$ cat config.mk
export PLATFORM = sky130hd
export DESIGN_NAME = sa_edge_feeder
export DESIGN_NICKNAME = d
export VERILOG_FILES = /design/src/rtl/sa_edge_feeder.sv
export SDC_FILE = /design/constraint.sdc
export NUM_CORES = 1
export LEC_CHECK = 0
export BUFFER_PORTS_ARGS = -buffer_cell sky130_fd_sc_hd__buf_2
export CAP_MARGIN = 20
export CORE_MARGIN = 5
export CORE_UTILIZATION = 30
export CTS_CLUSTER_SIZE = 28
export DETAILED_ROUTE_END_ITERATION = 16
export PLACE_DENSITY_LB_ADDON = 0.2
export SETUP_SLACK_MARGIN = 0.15
export SYNTH_ARGS = -nofsm -noshare
export SYNTH_HDL_FRONTEND = slang
export SYNTH_SLANG_ARGS = --single-unit
$ cat constraint.sdc
create_clock -name clk -period 5.16 [get_ports clk]
set_input_delay 0 -clock clk [delete_from_list [all_inputs] [get_ports clk]]
set_output_delay 0 -clock clk [all_outputs]
set_load 0.01 [all_outputs]
$ cat src/rtl/sa_edge_feeder.sv
// sa_edge_feeder: loads an NxN int8 weight tile down the north edge, then streams skewed activations into the west edge.
// Latency: weight beat -> north edge 1 cycle; activation lane r -> west row r in r+1 cycles; tile_done N+1 cycles after the a_last beat.
// Backpressure: w_ready only in IDLE/LOAD, a_ready only in STREAM; define SA_FEEDER_PERF_EN for tile_count/stall_cycles.
module sa_edge_feeder #(
  parameter int N  = 4,
  parameter int DW = 8
) (
  input  logic            clk,
  input  logic            rst_n,
  input  logic            w_valid,
  output logic            w_ready,
  input  logic [N*DW-1:0] w_data,
  input  logic            a_valid,
  output logic            a_ready,
  input  logic [N*DW-1:0] a_data,
  input  logic            a_last,
  output logic [N*DW-1:0] north_weight,
  output logic [N-1:0]    north_accept_w,
  output logic [N*DW-1:0] west_input,
  output logic [N-1:0]    west_valid,
  output logic [N-1:0]    west_switch,
  output logic            busy,
  output logic            tile_done
`ifdef SA_FEEDER_PERF_EN
  ,
  output logic [31:0]     tile_count,
  output logic [31:0]     stall_cycles
`endif
);

  localparam int CW = $clog2(N);
  localparam logic [CW-1:0] LAST_IDX = CW'(N - 1);

  localparam logic [1:0] IDLE   = 2'd0;
  localparam logic [1:0] LOAD   = 2'd1;
  localparam logic [1:0] STREAM = 2'd2;
  localparam logic [1:0] DRAIN  = 2'd3;

  logic [1:0]    state;
  logic [CW-1:0] cnt;
  logic          sw_pend;
  logic          w_hs;
  logic          a_hs;

  // Readies are registered and only ever high in their own phase, so the handshakes are phase-qualified already.
  assign w_hs = w_valid & w_ready;
  assign a_hs = a_valid & a_ready;
  assign busy = (state != IDLE);

  // cnt counts accepted weight beats in LOAD and elapsed cycles in DRAIN.
  always_ff @(posedge clk or negedge rst_n) begin
    if (!rst_n) begin
      state     <= IDLE;
      cnt       <= '0;
      w_ready   <= 1'b0;
      a_ready   <= 1'b0;
      sw_pend   <= 1'b0;
      tile_done <= 1'b0;
    end else begin
      tile_done <= 1'b0;
      case (state)
        IDLE: begin
          w_ready <= 1'b1;
          if (w_hs) begin
            state <= LOAD;
            cnt   <= CW'(1);
          end
        end
        LOAD: begin
          if (w_hs && cnt == LAST_IDX) begin
            state   <= STREAM;
            cnt     <= '0;
            w_ready <= 1'b0;
            a_ready <= 1'b1;
            sw_pend <= 1'b1;
          end else if (w_hs) begin
            cnt <= cnt + CW'(1);
          end
        end
        STREAM: begin
          if (a_hs) begin
            sw_pend <= 1'b0;
            if (a_last) begin
              state   <= DRAIN;
              a_ready <= 1'b0;
            end
          end
        end
        default: begin
          if (cnt == LAST_IDX) begin
            state     <= IDLE;
            cnt       <= '0;
            w_ready   <= 1'b1;
            tile_done <= 1'b1;
          end else begin
            cnt <= cnt + CW'(1);
          end
        end
      endcase
    end
  end

  // Idle cycles drive zeros so the PEs hold their inactive weights.
  always_ff @(posedge clk or negedge rst_n) begin
    if (!rst_n) begin
      north_weight   <= '0;
      north_accept_w <= '0;
    end else begin
      north_weight   <= w_hs ? w_data : '0;
      north_accept_w <= w_hs ? '1 : '0;
    end
  end

  for (genvar r = 0; r < N; r++) begin : g_row
    logic [DW-1:0] d_q [0:r];
    logic          v_q [0:r];
    logic          s_q [0:r];

    // Row r is delayed r+1 cycles; the switch flag rides in the same line as its data.
    always_ff @(posedge clk or negedge rst_n) begin
      if (!rst_n) begin
        for (int k = 0; k <= r; k++) begin
          d_q[k] <= '0;
          v_q[k] <= 1'b0;
          s_q[k] <= 1'b0;
        end
      end else begin
        d_q[0] <= a_hs ? a_data[r*DW +: DW] : '0;
        v_q[0] <= a_hs;
        s_q[0] <= a_hs & sw_pend;
        for (int k = 1; k <= r; k++) begin
          d_q[k] <= d_q[k-1];
          v_q[k] <= v_q[k-1];
          s_q[k] <= s_q[k-1];
        end
      end
    end

    assign west_input[r*DW +: DW] = d_q[r];
    assign west_valid[r]          = v_q[r];
    assign west_switch[r]         = s_q[r];
  end

`ifdef SA_FEEDER_PERF_EN
  always_ff @(posedge clk or negedge rst_n) begin
    if (!rst_n) begin
      tile_count   <= '0;
      stall_cycles <= '0;
    end else begin
      if (tile_done)
        tile_count <= tile_count + 32'd1;
      if ((state == LOAD && !w_hs) || (state == STREAM && !a_hs))
        stall_cycles <= stall_cycles + 32'd1;
    end
  end
`endif

endmodule

==> flow_summary.yaml <==
run_status:
  outcome: "completed"
synthesis:
  synth_top_cells_by_area: "sky130_fd_sc_hd__dfrtp_1 75%, sky130_fd_sc_hd__and3_1 9.1%, sky130_fd_sc_hd__buf_4 5.1%"
  yosys.cell_types.count: 27
  syn-num-nets: 366
  netlist.top_cell.by_area: "sky130_fd_sc_hd__dfrtp_1"
  synthesis.instances: 288
  synth_area_per_cell_um2: 14.9
  yosys.area.top_type_share_pct: 75.4
  synth_sequential_area_ratio_pct: 75.4
  yosysWarnings: 0
  synth.cell_area_um2: 4280
  yosys_register_bits: 129
cts:
  cts_hold_buffers: 66
  cts_buffer_depth: 2
  clock_pin_slew_worst_setup_and_hold_paths_ps: 60
  cts.repair.resized: 0
  numCtsBuffers: 17
  insertion_delay_ps: 400
  cts_root_buffer: "sky130_fd_sc_hd__clkbuf_16"
  clock_tree_from_tritoncts: "yes"
  post-cts-setup-buffer-count: 0
  h-tree-depth: 4
  tritoncts_sink_count: 129
finish:
  final_nets: 558
  area.growth.synth_to_final_pct: 45.0
  commonest_cells_after_routing_fill_and_taps_aside: "147 x sky130_fd_sc_hd__buf_2, 129 x sky130_fd_sc_hd__dfrtp_1, 66 x sky130_fd_sc_hd__dlygate4sd3_1"
  layout_commonest_cell: "sky130_fd_sc_hd__buf_2"
  fillerInstances: 1271
  diodes: 0
  final_cell_area_um2: 6210
  drive_gt1_share_pct: 38.3
  stdcell_count: 673
  layout.core_utilization_pct: 44.5
global_route:
  number_of_global_route_vias_before_repair: 3187
  grt_first_pass_wirelength_mm: 15.6
  grtUsageTotal_pct: 12.2
  grt-ovfl-total: 0
  global_route.usage.met3_pct: 4.33
  global_route.peak_usage_layer: "met2"
  initial_antenna_violation_count: 0
  grt_max_degree: 67
  grt_util_met1_pct: 13.5
  grt.met2_usage_pct: 20.8
sta:
  final.min_clock_period_ps: 2050
  tns_ps: 0
  setup_viol_count_final: 0
  final_max_slew_viol_count: 0
  setup_ws_final_ps: 3110
  worst-slew-pin-transition_ps: 990
  slew_headroom_pct: 34.0
  clock_tree_skew_after_final_layout_ps: 6.61
  final.period_utilization_pct: 39.8
  max_freq_mhz: 487
  hold_violations: 0
  grt_setup_unrepaired: "false"
detailed_routing:
  detailedRoute.firstIterationViolations: 154
  avgViaCountPerCell: 4.19
  drt_drc_violations_left: 0
  drt-pass1-iter-count: 3
  wirelength_mm: 9.62
  routedWlPerCell_um: 14.3
  postRouteAntennaNets: 0
  vias: 2819
die:
  floorplan_die_height_um: 129
  placeableCoreArea_um2: 13900
  core.rowCount: 43
  die_x_um: 129
  die_area_um2: 16800
  initial_utilization_pct: 30.7
  ios: 149
placement:
  placedCellCount: 575
  place.detailed.hpwl_mm: 5.90
  port_buffers: 148
  setup_slack_after_placement_ps: 3060
  place_congestion: 0.770
  dpl-instance-area_um2: 4990
job:
  max-cap-violations: 0
power_and_ir_drop:
  irDropWorstVdd_v: 0.000202
  power_leakage_nw: 3.51
  p_per_area_nw_per_um2: 467
setup_path:
  cp_endpoint_kind: "register"
  critPathRequiredTime_ps: 5440
  setup.worst_path.class: "reg -> reg"
  crit_arrival_ps: 2340
  critical_path_peak_fanout: 37
  worstSetupStartpointType: "register"
hold_path:
  holdCritPathClass: "in -> async"
-- final timing paths --
path                                                 start                    endpoint  slack [ps]  cells after the start
worst max-delay path                   a_ready$_DFFE_PN0P_        state[1]$_DFFE_PN0P_        3110                      4
worst min-delay path                                 rst_n    west_input[27]$_DFF_PN0_         130                      2
worst max register to register         a_ready$_DFFE_PN0P_        state[1]$_DFFE_PN0P_        3110                      4
worst min register to register  g_row[2].d_q[15]$_DFF_PN0_    west_input[23]$_DFF_PN0_         340                      0
max in group asynchronous                            rst_n   north_weight[7]$_DFF_PN0_        3750                      3
min in group clk                                   w_valid  north_weight[29]$_DFF_PN0_         150                      2
-- sequential cells by signal (all words and copies together), names as in the netlist --
| name | flops |
|---|---|
| tile_done | 1 |
| g_row.s_q | 3 |
| west_input | 24 |
| north_accept_w | 1 |
| west_switch | 1 |
| g_row.v_q | 3 |
| g_row.d_q | 56 |
| west_valid | 1 |
| north_weight | 32 |
| a_ready | 1 |
| cnt | 2 |
| w_ready | 1 |
| state | 2 |
| sw_pend | 1 |
-- power breakdown --
part           switching (mW)  internal (mW)
Combinational           0.260          0.260
Clock                   0.443          0.667
Sequential              0.116           1.15
Total                   0.819           2.08
-- cells in the mapped netlist, drive strengths merged --
master and number:
dfrtp 129, and3 66, buf 33, clkbuf 9, ha 9, inv 7, nand2 4, o21ai 4
a31oi 3, mux2 3, nor2 3, nor3 3, a21oi 2, mux2i 2, nand3 2, a21bo 1
a221oi 1, a2bb2oi 1, and2 1, nor4 1, o21bai 1, o22ai 1, or2 1, or3 1
-- cell families after synthesis --
| logic type | count (synthesis) | synth area share (%) |
|---|---|---|
| DFF | 129 | 75.4 |
| and+or+nand+nor | 82 | 11.6 |
| buffers and inverters | 49 | 6.96 |
| AOI/OAI and AO/OA | 14 | 2.10 |
| adders and majority gates | 9 | 2.63 |
| muxes | 5 | 1.26 |
-- routing by layer --
layer,vias up,share of wire (%)
li1,1318,-
met1,1384,39
met2,96,52
met3,21,6.5
met4,0,2.5
met5,-,0
-- metrics by stage --
step	power [mW]	hold WS, ps
2_1_floorplan	1.59	-296
3_3_place_gp	1.76	19.8
3_5_place_dp	1.78	25.6
4_1_cts	2.95	129
5_1_grt	3.07	171
6_report	2.90	134
-- worst max-delay path: stages, from the launching register on --
cell	delay, ps
sky130_fd_sc_hd__dfrtp_1	990
sky130_fd_sc_hd__nand2_1	180
sky130_fd_sc_hd__a221oi_1	340
sky130_fd_sc_hd__nand2_1	140
sky130_fd_sc_hd__mux2_2	280
-- cell type report --
type | instances | area, um2 | area share [%]
Sequential cell | 129 | 3230 | 52.0
Timing Repair Buffer | 215 | 1420 | 22.8
Multi-Input combinational cell | 110 | 754 | 12.2
Clock buffer | 18 | 429 | 6.91
Tap cell | 180 | 225 | 3.63
Clock inverter | 14 | 129 | 2.08
Inverter | 7 | 26.3 | 0.423
Power figures use the tool's default switching activity.
